[src/rtl/binary_frame_sink_if.sv]
// Bundles the binarized pixel stream, the row read port and the frame
// handshake/statistics between the upstream stage, this sink and the classifier.
interface binary_frame_sink_if #(
  parameter int IMG_W = 28,
  parameter int CW    = 10
);
  logic             bin_pixel;
  logic             bin_valid;
  logic             bin_frame_done;
  logic             rd_en;
  logic [4:0]       rd_addr;
  logic [IMG_W-1:0] rd_data;
  logic             rd_valid;
  logic             frame_ready;
  logic             frame_ack;
  logic [CW-1:0]    ones_count;
  logic [4:0]       bbox_xmin;
  logic [4:0]       bbox_xmax;
  logic [4:0]       bbox_ymin;
  logic [4:0]       bbox_ymax;
  logic             bbox_empty;
  logic             err_short;
  logic             err_overflow;

  modport slave (
    input  bin_pixel, bin_valid, bin_frame_done, rd_en, rd_addr, frame_ack,
    output rd_data, rd_valid, frame_ready, ones_count,
           bbox_xmin, bbox_xmax, bbox_ymin, bbox_ymax, bbox_empty,
           err_short, err_overflow
  );

  modport master (
    output bin_pixel, bin_valid, bin_frame_done, rd_en, rd_addr, frame_ack,
    input  rd_data, rd_valid, frame_ready, ones_count,
           bbox_xmin, bbox_xmax, bbox_ymin, bbox_ymax, bbox_empty,
           err_short, err_overflow
  );
endinterface

[src/rtl/binary_frame_sink.sv]
// Packs a raster stream of 1-bit pixels into row words, tracks set-pixel count
// and bounding box, and holds each completed frame until the classifier acks it.
module binary_frame_sink #(
  parameter int IMG_W = 28,
  parameter int IMG_H = 28,
  parameter int CW    = 10
) (
  input  logic                clk,
  input  logic                rst,
  binary_frame_sink_if.slave  bus
);

  localparam logic [4:0] LAST_COL = 5'(IMG_W - 1);
  localparam logic [4:0] LAST_ROW = 5'(IMG_H - 1);

  typedef enum logic {COLLECT, HOLD} state_t;

  state_t           state_reg, state_next;
  logic [4:0]       col_reg, col_next, row_reg, row_next;
  logic [CW-1:0]    ones_reg, ones_next;
  logic [4:0]       xmin_reg, xmin_next, xmax_reg, xmax_next;
  logic [4:0]       ymin_reg, ymin_next, ymax_reg, ymax_next;
  logic             seen_reg, seen_next;
  logic [IMG_W-1:0] row_shift_reg, row_shift_next, row_word;

  logic [CW-1:0]    ones_count_reg, ones_count_next;
  logic [4:0]       bx_min_reg, bx_min_next, bx_max_reg, bx_max_next;
  logic [4:0]       by_min_reg, by_min_next, by_max_reg, by_max_next;
  logic             bbox_empty_reg, bbox_empty_next;
  logic             err_short_reg, err_short_next;
  logic             err_ovf_reg, err_ovf_next;

  logic [CW-1:0]    px_ones;
  logic [4:0]       px_xmin, px_xmax, px_ymin, px_ymax;
  logic             px_seen;
  logic             mem_we;

  logic [IMG_W-1:0] row_buf [IMG_H];
  logic [IMG_W-1:0] rd_data_reg;
  logic             rd_valid_reg;

  // Current row word with the incoming pixel already placed at its column.
  generate
    for (genvar gi = 0; gi < IMG_W; gi++) begin : g_row_word
      assign row_word[gi] = (col_reg == 5'(gi)) ? bus.bin_pixel : row_shift_reg[gi];
    end
  endgenerate

  // Running stats as they would be after accepting the current pixel.
  always_comb begin
    px_ones = ones_reg;
    px_xmin = xmin_reg;
    px_xmax = xmax_reg;
    px_ymin = ymin_reg;
    px_ymax = ymax_reg;
    px_seen = seen_reg;
    if (bus.bin_pixel) begin
      px_ones = ones_reg + CW'(1);
      px_seen = 1'b1;
      if (!seen_reg) begin
        px_xmin = col_reg;
        px_xmax = col_reg;
        px_ymin = row_reg;
        px_ymax = row_reg;
      end else begin
        // Raster order means ymin is fixed by the first set pixel.
        if (col_reg < xmin_reg) px_xmin = col_reg;
        if (col_reg > xmax_reg) px_xmax = col_reg;
        if (row_reg > ymax_reg) px_ymax = row_reg;
      end
    end
  end

  always_comb begin
    state_next      = state_reg;
    col_next        = col_reg;
    row_next        = row_reg;
    ones_next       = ones_reg;
    xmin_next       = xmin_reg;
    xmax_next       = xmax_reg;
    ymin_next       = ymin_reg;
    ymax_next       = ymax_reg;
    seen_next       = seen_reg;
    row_shift_next  = row_shift_reg;
    ones_count_next = ones_count_reg;
    bx_min_next     = bx_min_reg;
    bx_max_next     = bx_max_reg;
    by_min_next     = by_min_reg;
    by_max_next     = by_max_reg;
    bbox_empty_next = bbox_empty_reg;
    err_short_next  = err_short_reg;
    err_ovf_next    = err_ovf_reg;
    mem_we          = 1'b0;

    case (state_reg)
      COLLECT: begin
        if (bus.bin_valid && col_reg == LAST_COL && row_reg == LAST_ROW) begin
          mem_we          = 1'b1;
          state_next      = HOLD;
          ones_count_next = px_ones;
          bbox_empty_next = !px_seen;
          bx_min_next     = px_seen ? px_xmin : 5'd0;
          bx_max_next     = px_seen ? px_xmax : 5'd0;
          by_min_next     = px_seen ? px_ymin : 5'd0;
          by_max_next     = px_seen ? px_ymax : 5'd0;
        end else if (bus.bin_frame_done) begin
          err_short_next = 1'b1;
        end else if (bus.bin_valid) begin
          ones_next = px_ones;
          xmin_next = px_xmin;
          xmax_next = px_xmax;
          ymin_next = px_ymin;
          ymax_next = px_ymax;
          seen_next = px_seen;
          if (col_reg == LAST_COL) begin
            mem_we         = 1'b1;
            col_next       = 5'd0;
            row_next       = row_reg + 5'd1;
            row_shift_next = '0;
          end else begin
            col_next       = col_reg + 5'd1;
            row_shift_next = row_word;
          end
        end
        // Completion and short frame both restart collection from scratch.
        if ((bus.bin_valid && col_reg == LAST_COL && row_reg == LAST_ROW) ||
            bus.bin_frame_done) begin
          col_next       = 5'd0;
          row_next       = 5'd0;
          ones_next      = '0;
          xmin_next      = 5'd0;
          xmax_next      = 5'd0;
          ymin_next      = 5'd0;
          ymax_next      = 5'd0;
          seen_next      = 1'b0;
          row_shift_next = '0;
        end
      end
      HOLD: begin
        if (bus.bin_valid) err_ovf_next = 1'b1;
        if (bus.frame_ack) state_next = COLLECT;
      end
      default: state_next = COLLECT;
    endcase
  end

  always_ff @(posedge clk or posedge rst) begin
    if (rst) begin
      state_reg      <= COLLECT;
      col_reg        <= 5'd0;
      row_reg        <= 5'd0;
      ones_reg       <= '0;
      xmin_reg       <= 5'd0;
      xmax_reg       <= 5'd0;
      ymin_reg       <= 5'd0;
      ymax_reg       <= 5'd0;
      seen_reg       <= 1'b0;
      row_shift_reg  <= '0;
      ones_count_reg <= '0;
      bx_min_reg     <= 5'd0;
      bx_max_reg     <= 5'd0;
      by_min_reg     <= 5'd0;
      by_max_reg     <= 5'd0;
      bbox_empty_reg <= 1'b0;
      err_short_reg  <= 1'b0;
      err_ovf_reg    <= 1'b0;
    end else begin
      state_reg      <= state_next;
      col_reg        <= col_next;
      row_reg        <= row_next;
      ones_reg       <= ones_next;
      xmin_reg       <= xmin_next;
      xmax_reg       <= xmax_next;
      ymin_reg       <= ymin_next;
      ymax_reg       <= ymax_next;
      seen_reg       <= seen_next;
      row_shift_reg  <= row_shift_next;
      ones_count_reg <= ones_count_next;
      bx_min_reg     <= bx_min_next;
      bx_max_reg     <= bx_max_next;
      by_min_reg     <= by_min_next;
      by_max_reg     <= by_max_next;
      bbox_empty_reg <= bbox_empty_next;
      err_short_reg  <= err_short_next;
      err_ovf_reg    <= err_ovf_next;
    end
  end

  always_ff @(posedge clk) begin
    if (mem_we) row_buf[row_reg] <= row_word;
  end

  always_ff @(posedge clk or posedge rst) begin
    if (rst) begin
      rd_data_reg  <= '0;
      rd_valid_reg <= 1'b0;
    end else begin
      rd_valid_reg <= bus.rd_en;
      if (bus.rd_en) rd_data_reg <= (bus.rd_addr <= LAST_ROW) ? row_buf[bus.rd_addr] : '0;
    end
  end

  assign bus.rd_data      = rd_data_reg;
  assign bus.rd_valid     = rd_valid_reg;
  assign bus.frame_ready  = (state_reg == HOLD);
  assign bus.ones_count   = ones_count_reg;
  assign bus.bbox_xmin    = bx_min_reg;
  assign bus.bbox_xmax    = bx_max_reg;
  assign bus.bbox_ymin    = by_min_reg;
  assign bus.bbox_ymax    = by_max_reg;
  assign bus.bbox_empty   = bbox_empty_reg;
  assign bus.err_short    = err_short_reg;
  assign bus.err_overflow = err_ovf_reg;

endmodule

[src/flat_wrapper.sv]
// flat-port wrapper written by rule: the top's interface ports become plain ports
module binary_frame_sink_flat 
#(
  parameter int IMG_W = 28,
  parameter int IMG_H = 28,
  parameter int CW    = 10
)
  (clk, rst, bus_bin_pixel, bus_bin_valid, bus_bin_frame_done, bus_rd_en, bus_rd_addr, bus_frame_ack, bus_rd_data, bus_rd_valid, bus_frame_ready, bus_ones_count, bus_bbox_xmin, bus_bbox_xmax, bus_bbox_ymin, bus_bbox_ymax, bus_bbox_empty, bus_err_short, bus_err_overflow);
  binary_frame_sink_if #(.IMG_W(IMG_W), .CW(CW)) bus_i ();
  input  logic clk;
  input  logic rst;
  input wire logic [$bits(bus_i.bin_pixel)-1:0] bus_bin_pixel;
  input wire logic [$bits(bus_i.bin_valid)-1:0] bus_bin_valid;
  input wire logic [$bits(bus_i.bin_frame_done)-1:0] bus_bin_frame_done;
  input wire logic [$bits(bus_i.rd_en)-1:0] bus_rd_en;
  input wire logic [$bits(bus_i.rd_addr)-1:0] bus_rd_addr;
  input wire logic [$bits(bus_i.frame_ack)-1:0] bus_frame_ack;
  output wire logic [$bits(bus_i.rd_data)-1:0] bus_rd_data;
  output wire logic [$bits(bus_i.rd_valid)-1:0] bus_rd_valid;
  output wire logic [$bits(bus_i.frame_ready)-1:0] bus_frame_ready;
  output wire logic [$bits(bus_i.ones_count)-1:0] bus_ones_count;
  output wire logic [$bits(bus_i.bbox_xmin)-1:0] bus_bbox_xmin;
  output wire logic [$bits(bus_i.bbox_xmax)-1:0] bus_bbox_xmax;
  output wire logic [$bits(bus_i.bbox_ymin)-1:0] bus_bbox_ymin;
  output wire logic [$bits(bus_i.bbox_ymax)-1:0] bus_bbox_ymax;
  output wire logic [$bits(bus_i.bbox_empty)-1:0] bus_bbox_empty;
  output wire logic [$bits(bus_i.err_short)-1:0] bus_err_short;
  output wire logic [$bits(bus_i.err_overflow)-1:0] bus_err_overflow;
  assign bus_i.bin_pixel = bus_bin_pixel;
  assign bus_i.bin_valid = bus_bin_valid;
  assign bus_i.bin_frame_done = bus_bin_frame_done;
  assign bus_i.rd_en = bus_rd_en;
  assign bus_i.rd_addr = bus_rd_addr;
  assign bus_i.frame_ack = bus_frame_ack;
  assign bus_rd_data = bus_i.rd_data;
  assign bus_rd_valid = bus_i.rd_valid;
  assign bus_frame_ready = bus_i.frame_ready;
  assign bus_ones_count = bus_i.ones_count;
  assign bus_bbox_xmin = bus_i.bbox_xmin;
  assign bus_bbox_xmax = bus_i.bbox_xmax;
  assign bus_bbox_ymin = bus_i.bbox_ymin;
  assign bus_bbox_ymax = bus_i.bbox_ymax;
  assign bus_bbox_empty = bus_i.bbox_empty;
  assign bus_err_short = bus_i.err_short;
  assign bus_err_overflow = bus_i.err_overflow;
  binary_frame_sink #(.IMG_W(IMG_W), .IMG_H(IMG_H), .CW(CW)) u_core (.clk(clk), .rst(rst), .bus(bus_i));
endmodule
[config.mk]
export PLATFORM = sky130hd
export DESIGN_NAME = binary_frame_sink_flat
export DESIGN_NICKNAME = d
export VERILOG_FILES = /design/src/rtl/binary_frame_sink_if.sv /design/src/rtl/binary_frame_sink.sv /design/src/flat_wrapper.sv
export SDC_FILE = /design/constraint.sdc
export NUM_CORES = 1
export LEC_CHECK = 0
export CORE_ASPECT_RATIO = 0.6
export CORE_UTILIZATION = 60
export CTS_BUF_LIST = sky130_fd_sc_hd__clkbuf_4
export DETAILED_ROUTE_END_ITERATION = 6
export PLACE_DENSITY = 0.76
export SETUP_SLACK_MARGIN = 0.4
export SLEW_MARGIN = 20
export SYNTH_ARGS = -nofsm -noshare
export SYNTH_HDL_FRONTEND = slang
export SYNTH_SLANG_ARGS = --single-unit
[constraint.sdc]
create_clock -name clk -period 5 [get_ports clk]
set_clock_uncertainty 0.1 [all_clocks]
set_input_delay 0.75 -clock clk [delete_from_list [all_inputs] [get_ports clk]]
set_output_delay 0.75 -clock clk [all_outputs]
set_load 0.01 [all_outputs]
==> out/metrics.yaml, run 1 <==
dominantRegCellSynth: "edfxtp_1"
ant_nets: 0
power_density_nw_per_um2: 361
p_leak_nw: 13.6
p_sw_share_pct: 22.3
synth.distinct_cells: 55
crit_required_ns: 5.46
synth_largest_area_cell: "edfxtp_1"
drt-total-wl_um: 88900
drive_above_1_share_pct: 30.4
wl_per_cell_um: 29.0
cts_root_buf: "clkbuf_4"
clkTransAtPathRegs_ns: 0.08
seqCellArea_sq_um: 26800
cp-start-kind: "flop"
syn_to_final_growth_pct: 13.2
numClockSinks: 916
switching_power_w: 0.00330
cts_hold_buf: 0
synth_top_area_share_pct: 65.1
finalNonFillerCells: 3067
synth_area_leaders: "edfxtp_1 (65%), mux4_2 (11%), dfrtp_1 (9.1%)"
start_util_pct: 60.9
io_pins: 75
cts_resized: 0
timing.rr.start: "u_core.row_reg[1]"
fin_crit_sh_pct: 79.1
numCtsBuffers: 197
place_inst: 2706
status: "finished, violations left"
synth_nets: 1939
hpwlAfterDp_um: 55200
coreArea_sq_um: 59400
multi_input_area_sq_um: 9150
synth_warnings: 0
drt-pass1-iter-count: 7
tns_ns: 0
vias: 20300
drc: 18
p_int_w: 0.0115
hp-class: "in -> async"
die_w_um: 319
via_per_inst: 6.60
r2r_cells: 5
grt.overflow.total: 0
synthesis.area_sq_um: 36200
cts_setup_buffers: 0
grt_pass1_vias: 19600
rows: 69
ys_ff_latch: 916
violations: "DRC"
regToRegEndpoint: "u_core.row_buf[16][11]"
clk_path_buf_depth: 3
grt.total_usage_pct: 29.8
crit_fanout: 28
post-place-ws_ns: 0.743
endpoint_kind: "flop"
min_period_ns: 3.95
gp_congestion: 0.881
vdd_ir_drop_max_mv: 0.222
p_clk_share_pct: 39.8
cap_violations: 0
hold_viol: 0
clock.fmax_mhz: 253
cts_tree: "yes"
pwr-share-comb_pct: 4.1
synth_async_sr_flop_share_pct: 14.4
syn-mean-instance-area_sq_um: 19.0
htreeDepth: 4
setup_ws_ns: 1.05
relSlewSlack_pct: 27.6
arrival_ns: 4.41
tightest_slew_ns: 1.08
antenna_found_initial: 12
largest_reg_flops: 784
io_buffers: 74
synth_edf_count: 784
clk_latency_ns: 1.01
rsz0062_at_grt: "no"
fin_util_pct: 68.9
drt_iter0_markers: 3091
chipHeight_um: 192
final_nets: 2161
seq_power_share_pct: 56.1
setup_violations: 0
grt_max_degree: 84
grt_pass1_wl_um: 129000
slew_viol_final: 0
critPathKind: "reg -> reg"
whs_ns: 0.166
die-area_sq_um: 61300
r2r_setup_slack_ns: 1.05
fillers: 3703
syn_inst: 1903
cp-startpoint: "u_core.row_reg[1]"
ys_seq_area_share_pct: 74.2
## cell usage after synthesis, types with 5 or more instances
master / n
nor2_1: 69
clkbuf_1: 68
mux2i_1: 25
a22oi_1: 29
mux4_2: 183
buf_2: 28
nand4_1: 6
a222oi_1: 13
o22ai_1: 16
a221oi_1: 5
o31ai_1: 26
a21oi_1: 36
dfrtp_1: 132
nand3_1: 12
inv_1: 24
a32o_1: 27
nand2b_1: 6
a211oi_1: 16
xor2_1: 7
o21ai_0: 69
a22o_1: 21
and3_1: 6
mux2_2: 68
a31oi_1: 7
nor2b_1: 21
a221o_1: 14
nand2_1: 105
buf_1: 7
ha_1: 24
a21o_1: 5
edfxtp_1: 784
## kinds of logic (layout without fill, tap and decap cells)
group	after synthesis	after routing	synth area share, %
xor gates and xnor gates	11	11	0.266
and+or+nand+nor	244	244	3.04
buffers and inverters	135	515	1.57
AOI/OAI and AO/OA	297	297	5.86
other	0	3	0
adders and majority gates	24	24	0.830
DFF	916	916	74.2
muxes	276	276	14.2
## layout make-up
cell class / count / area share, %
clock buffers: 307 / 5.63
repair buffers: 131 / 2.99
diodes: 3 / 0.0183
inverters: 27 / 0.260
multi-input cells: 852 / 22.4
flip-flops and latches: 916 / 65.6
well taps: 781 / 2.39
clock inverters: 50 / 0.795
## cells in the final DEF (no fill, tap or decap), types with 38 or more instances in the layout
master           count
nand2_1            105
mux2_2              68
nor2_1              40
mux4_2             183
clkdlybuf4s50_1     71
o21ai_0             65
dfrtp_1            132
clkinv_1            38
edfxtp_1           784
clkbuf_4           307
buf_4               53
## worst max-delay path: stages, from the launching register on
cell	delay [ns]
dfrtp_1	0.55
ha_1	0.30
nand4b_1	0.25
a211oi_1	0.59
nand2_1	0.67
nor2_4	1.06
## layer usage
layer | up-vias | track usage (%) | wire [um] | share of wire, %
li1 | 8356 | - | - | -
met1 | 10400 | 48.0 | 37500 | 42
met2 | 1399 | 38.0 | 36300 | 41
met3 | 133 | 11.1 | 13800 | 16
met4 | 0 | 7.49 | 1300 | 1.5
met5 | - | 0 | 0 | 0
## per-stage QoR
stage | power [W] | area (sq um)
floorplan | 0.00880 | 36200
global placement | 0.00904 | 38300
detailed placement | 0.00906 | 38300
CTS | 0.0148 | 40900
global route | 0.0153 | 40900
finish | 0.0148 | 40900
## power groups by stage
| stage | logic, W | registers, W | clock network (W) |
|---|---|---|---|
| after floorplan | 0.000364 | 0.00844 | 0 |
| after global placement | 0.000590 | 0.00845 | 0 |
| after detailed placement | 0.000601 | 0.00846 | 0 |
| after CTS | 0.000603 | 0.00829 | 0.00595 |
| after global routing | 0.000646 | 0.00829 | 0.00632 |
| final | 0.000608 | 0.00829 | 0.00587 |
## worst max-delay path by stage
stage | depth (start not counted) | to
after detailed placement | 5 | u_core.row_buf[16][23]
final | 5 | u_core.row_buf[16][11]
after CTS | 5 | u_core.row_buf[16][11]
after global placement | 5 | u_core.row_buf[17][23]
after floorplan | 1 | u_core.bus.bbox_empty
after global routing | 5 | u_core.row_buf[18][12]
(Power assumes the default switching activity.)
==> run 2, diff against run 1 <==
- clock period: 5 -> 4.1 ns (I/O delays scaled with it)
==> run 2 against run 1 <==
Compared with the run above: the run now ends clean; fmax rose by 15%; register-to-register slack got worse by 0.38 ns; worst hold slack got worse by 0.065 ns; critical path depth rose by 1; setup slack got worse by 0.38 ns; cell area rose by 1.7%; combinational power rose by 26%; core utilization rose by 1.2 points; largest power group unchanged.
==> out/metrics.yaml, run 2 (synthesis results as in run 1) <==
status: "finished, final reports clean"
rows: 69  # unchanged
clock.fmax_mhz: 291  # +15%
vdd_ir_drop_max_mv: 0.303  # +36%
wl_per_cell_um: 28.6  # -1.4%
clkTransAtPathRegs_ns: 0.07  # about the same
coreArea_sq_um: 59400  # unchanged
vias: 20500  # +1.0%
die-area_sq_um: 61300  # unchanged
numCtsBuffers: 197  # unchanged
endpoint_kind: "flop"
grt.total_usage_pct: 30.1  # +0.32 points
power_density_nw_per_um2: 435  # +21%
wl_met2_um: 39500  # +9.0%
r2r_setup_slack_ns: 0.66  # -0.38 ns
crit_family: "simple AND/OR/NAND/NOR gates"
grt.overflow.total: 0  # unchanged
crit_fanout: 21  # -25%
worstHoldStart: "bus_frame_ack"
cp-startpoint: "u_core.row_reg[1]"
final_common_cell: "edfxtp_1"
largest_reg_flops: 784  # unchanged
hpwlAfterDp_um: 53400  # -3.1%
min_period_ns: 3.44  # -0.516 ns
drt_iter0_markers: 2896  # -6.3%
crit_buf_inv: 1  # +1
tns_ns: 0  # unchanged
grt_max_degree: 61  # -27%
cts_root_buf: "clkbuf_4"
antenna_found_initial: 3  # -9
fin_crit_sh_pct: 83.8  # +4.8 points
post-place-ws_ns: 0.262  # -0.481 ns
drt-pass1-iter-count: 6  # -1
ant_nets: 0  # unchanged
slew_viol_final: 0  # unchanged
hold_viol: 0  # unchanged
wl_met1_um: 36700  # -2.1%
wl_met3_um: 11400  # -17%
setup_ws_ns: 0.662  # -0.384 ns
maxUsedRoutingLayer: "met4"
drt-total-wl_um: 89400  # +0.62%
via_per_inst: 6.54  # -1.0%
fin_util_pct: 70.1  # +1.2 points
hp-class: "in -> reg"
drc: 0  # -18
die_w_um: 319  # unchanged
syn_to_final_growth_pct: 15.1
power_w: 0.0181  # +23%
gp_congestion: 0.872  # -1.1%
clk_latency_ns: 0.96  # -0.05 ns
htreeDepth: 4  # unchanged
rsz0062_at_grt: "no"
cp-start-kind: "flop"
io_buffers: 74  # unchanged
timing.rr.start: "u_core.row_reg[1]"
chipHeight_um: 192  # unchanged
numClockSinks: 916  # unchanged
setup_violations: 0  # unchanged
clk_path_buf_depth: 3  # unchanged
grt_pass1_vias: 20700  # +5.7%
drive_above_1_share_pct: 32.6  # +2.1 points
crit_required_ns: 4.63  # -0.83 ns
grt_pass1_wl_um: 132000  # +1.9%
arrival_ns: 3.96  # -0.45 ns
cts_tree: "yes"
final_nets: 2221  # +2.8%
crit_chain: "ha_1, nand4b_1, a211oi_2, nand2_1, nor2_4, buf_12"
io_pins: 75  # unchanged
p_leak_nw: 14.0  # +3.1%
start_util_pct: 60.9  # unchanged
max_stage_delay_ns: 0.55  # -0.51 ns
cap_violations: 0  # unchanged
cpMaxStageDelayCell: "nor2_4"
tightest_slew_ns: 0.918  # -0.166 ns
critPathKind: "reg -> reg"
layout_common_cells: "edfxtp_1 (784), clkbuf_4 (309), mux4_2 (183), dfrtp_1 (132), nand2_1 (105)"
relSlewSlack_pct: 38.8  # +11 points
[run 2: repair_timing]
action	in CTS	in global routing
buffers inserted	0	3
endpoints found under the setup margin	0	281
hold endpoints to repair	17	0
hold buffers	1	0
gates resized for setup	0	1
[run 2: worst paths after layout]
path | cells after the start | end
min in group asynchronous | 3 | u_core.bus.rd_data[5]
hold / removal | 2 | u_core.bus.frame_ready
max in group asynchronous | 4 | u_core.bus.rd_data[17]
setup reg to reg | 6 | u_core.row_buf[14][7]
hold reg to reg | 2 | u_core.bus.bbox_ymax[4]
setup / recovery | 6 | u_core.row_buf[14][7]
[run 2: worst register-to-register path: stages (launching register included)]
cell	delay, ns
dfrtp_1	0.52
ha_1	0.36
nand4b_1	0.29
a211oi_2	0.50
nand2_1	0.50
nor2_4	0.55
buf_12	0.29
[run 2: where the power goes]
group / leakage, nW / internal (W) / total (W) / switching [W]
logic: 3.67 / 0.000306 / 0.000765 / 0.000458
clock network: 1.60 / 0.00375 / 0.00727 / 0.00351
registers: 8.74 / 0.0100 / 0.0101 / 0.0000508
[run 2: cell type report]
type                    instances  area [sq um]
flip-flops and latches        916         26800
fillers                      3650         17800
multi-input cells             852          9160
clock buffers                 309          2320
repair buffers                191          1860
well taps                     781           977
clock inverters                50           367
inverters                      27           105
diodes                          4          10.0
[run 2: routing by layer]
layer / up-vias / GRT usage, %
met4: 0 / 8.12
met1: 10400 / 45.2
met5: - / 0
met3: 127 / 9.33
li1: 8498 / -
met2: 1393 / 43.2
[run 2: metrics by stage]
step,cells,area [sq um],hold slack [ns]
after detailed placement,2763,38900,0.352
after CTS,3123,41600,0.0184
after global placement,2763,38900,0.349
final,3130,41600,0.102
after floorplan,1903,36200,0.360
after global routing,3130,41600,0.0253
==> run 3, diff against run 2 <==
- CORE_UTILIZATION: 60 -> 58
- PLACE_DENSITY: 0.76 -> 0.77
- clock period: 4.1 -> 3.1 ns (I/O delays scaled with it)
==> run 3 against run 2 <==
Compared with the run above: combinational power rose by 37%; final cell count rose by 2.6%; fmax rose by 30%; largest power group unchanged.
==> out/metrics.yaml, run 3 (synthesis results as in run 1) <==
cts_root_buf: "clkbuf_4"
relSlewSlack_pct: 21.9  # -17 points
p_leak_nw: 14.1  # +0.48%
endpoint_kind: "flop"
hold_viol: 0  # unchanged
cp-startpoint: "u_core.row_reg[1]"
crit_path_end: "u_core.row_buf[23][14]"
hp-class: "in -> reg"
die_w_um: 324  # +1.7%
start_util_pct: 59.0  # -1.9 points
hpwlAfterDp_um: 55000  # +2.8%
max_stage_delay_ns: 0.46  # -0.09 ns
place_inst: 2850  # +3.1%
numClockSinks: 916  # unchanged
grt_max_degree: 66  # +8.2%
setup_ws_ns: 0.457  # -0.206 ns
regToRegEndpoint: "u_core.row_buf[23][14]"
crit_buf_inv: 3  # +2
use_met1_pct: 44.1  # -1.0 points
antenna_found_initial: 2  # -1
drive_above_1_share_pct: 34.0  # +1.4 points
fin_crit_sh_pct: 85.3  # +1.4 points
syn_to_final_growth_pct: 16.7
met2_usage_pct: 40.2  # -3.0 points
gp_congestion: 0.856  # -1.8%
coreArea_sq_um: 61300  # +3.2%
power_density_nw_per_um2: 571  # +31%
cp-start-kind: "flop"
clock.fmax_mhz: 378  # +30%
r2r_setup_slack_ns: 0.46  # -0.21 ns
finalNonFillerCells: 3212  # +2.6%
whs_ns: 0.206  # +0.105 ns
post-place-ws_ns: 0.202  # -0.0606 ns
crit_family: "buffers and inverters"
final_common_cell: "edfxtp_1"
min_period_ns: 2.64  # -0.794 ns
drt_iter0_markers: 2885  # -0.38%
grt_pass1_wl_um: 133000  # +0.81%
grtUsageMet3_pct: 9.24  # -0.087 points
cp.depth: 8  # +2
grt.overflow.total: 0  # unchanged
clk_latency_ns: 0.95  # about the same
drt-total-wl_um: 89900  # +0.50%
layout_common_cells: "edfxtp_1 (784), clkbuf_4 (319), mux4_2 (183), dfrtp_1 (130), buf_4 (109)"
vias: 20800  # +1.6%
crit_fanout: 28  # +33%
ant_nets: 0  # unchanged
grt_pass1_vias: 20900  # +1.0%
tns_ns: 0  # unchanged
status: "finished, final reports clean"
rsz0062_at_grt: "yes"
final_nets: 2262  # +1.8%
fillers: 3854  # +5.6%
crit_chain: "ha_2, nand4b_1, a211oi_2, buf_4, nand2_1, buf_4, nor2_4, buf_12"
die-area_sq_um: 63400  # +3.4%
fin_util_pct: 68.9  # -1.2 points
clkTransAtPathRegs_ns: 0.07  # about the same
critPathKind: "reg -> reg"
r2r_cells: 8  # +2
crit_required_ns: 3.59  # -1.04 ns
arrival_ns: 3.14  # -0.82 ns
rows: 70  # +1.4%
drt-pass1-iter-count: 7  # +1
slew_viol_final: 0  # unchanged
setup_violations: 0  # unchanged
top_usage_layer: "met1"
largest_reg_flops: 784  # unchanged
tightest_slew_ns: 1.17  # +0.251 ns
cap_violations: 0  # unchanged
grt.total_usage_pct: 28.9  # -1.2 points
wl_per_cell_um: 28.0  # -2.1%
clk_path_buf_depth: 3  # unchanged
cpMaxStageDelayCell: "dfrtp_2"
chipHeight_um: 195  # +1.7%
numCtsBuffers: 197  # unchanged
drc: 0  # unchanged
via_per_inst: 6.47  # -0.99%
cts_tree: "yes"
io_pins: 75  # unchanged
cp_common_cell: "buf_4"
htreeDepth: 4  # unchanged
vdd_ir_drop_max_mv: 0.428  # +41%
io_buffers: 74  # unchanged
timing.rr.start: "u_core.row_reg[1]"
run 3: power by group:
group          internal (W)  total [W]  leakage (nW)  switching, W
clock network       0.00513    0.00970          1.61       0.00457
registers            0.0133     0.0133          8.59     0.0000568
logic              0.000423    0.00105          3.88      0.000628
run 3: layer usage:
layer | routed length [um] | up-vias
li1 | - | 8555
met1 | 37500 | 10700
met2 | 39100 | 1398
met3 | 11500 | 134
met4 | 1730 | 2
met5 | 41 | -
run 3: final cells by class:
cell class              count  area, sq um  share of cell area (%)
diodes                      2         5.00                  0.0119
clock inverters            36          317                   0.750
multi-input cells         852         9150                    21.7
well taps                 828         1040                    2.45
clock buffers             319         2390                    5.67
inverters                  27          105                   0.249
repair buffers            232         2370                    5.61
flip-flops and latches    916        26800                    63.6
run 3: how the worst min path moves through the flow:
stage / cells after the start / start / end / slack (ns)
2_1_floorplan: 1 / u_core.row_shift_reg[0] / u_core.row_shift_reg[0] / 0.36
3_3_place_gp: 1 / u_core.bus.err_overflow / u_core.bus.err_overflow / 0.35
3_5_place_dp: 1 / u_core.bus.err_overflow / u_core.bus.err_overflow / 0.34
4_1_cts: 6 / bus_rd_addr[0] / u_core.bus.rd_data[17] / 0.14
5_1_grt: 4 / bus_rd_addr[2] / u_core.bus.rd_data[17] / 0.14
6_report: 6 / bus_rd_addr[0] / u_core.bus.rd_data[17] / 0.21
run 3: what timing repair did:
action,4_1_cts,5_1_grt
setup buffers,1,2
hold endpoints to repair,23,0
hold buffers,2,0
endpoints found under the setup margin,754,772
pin swaps,1,2
gates resized for setup,13,14
run 3: worst min-delay path, delay by kind of cell:
kind / cells / cell delay (ns)
compound gates: 3 / 0.22
buf+inv: 1 / 0.18
mux: 1 / 0.26
simple gates: 1 / 0.07
run 3: stage by stage:
stage                     power, W  area [sq um]
after global placement      0.0146         39400
after global routing        0.0249         42200
after floorplan             0.0142         36200
after CTS                   0.0242         42100
after detailed placement    0.0146         39400
final                       0.0241         42200
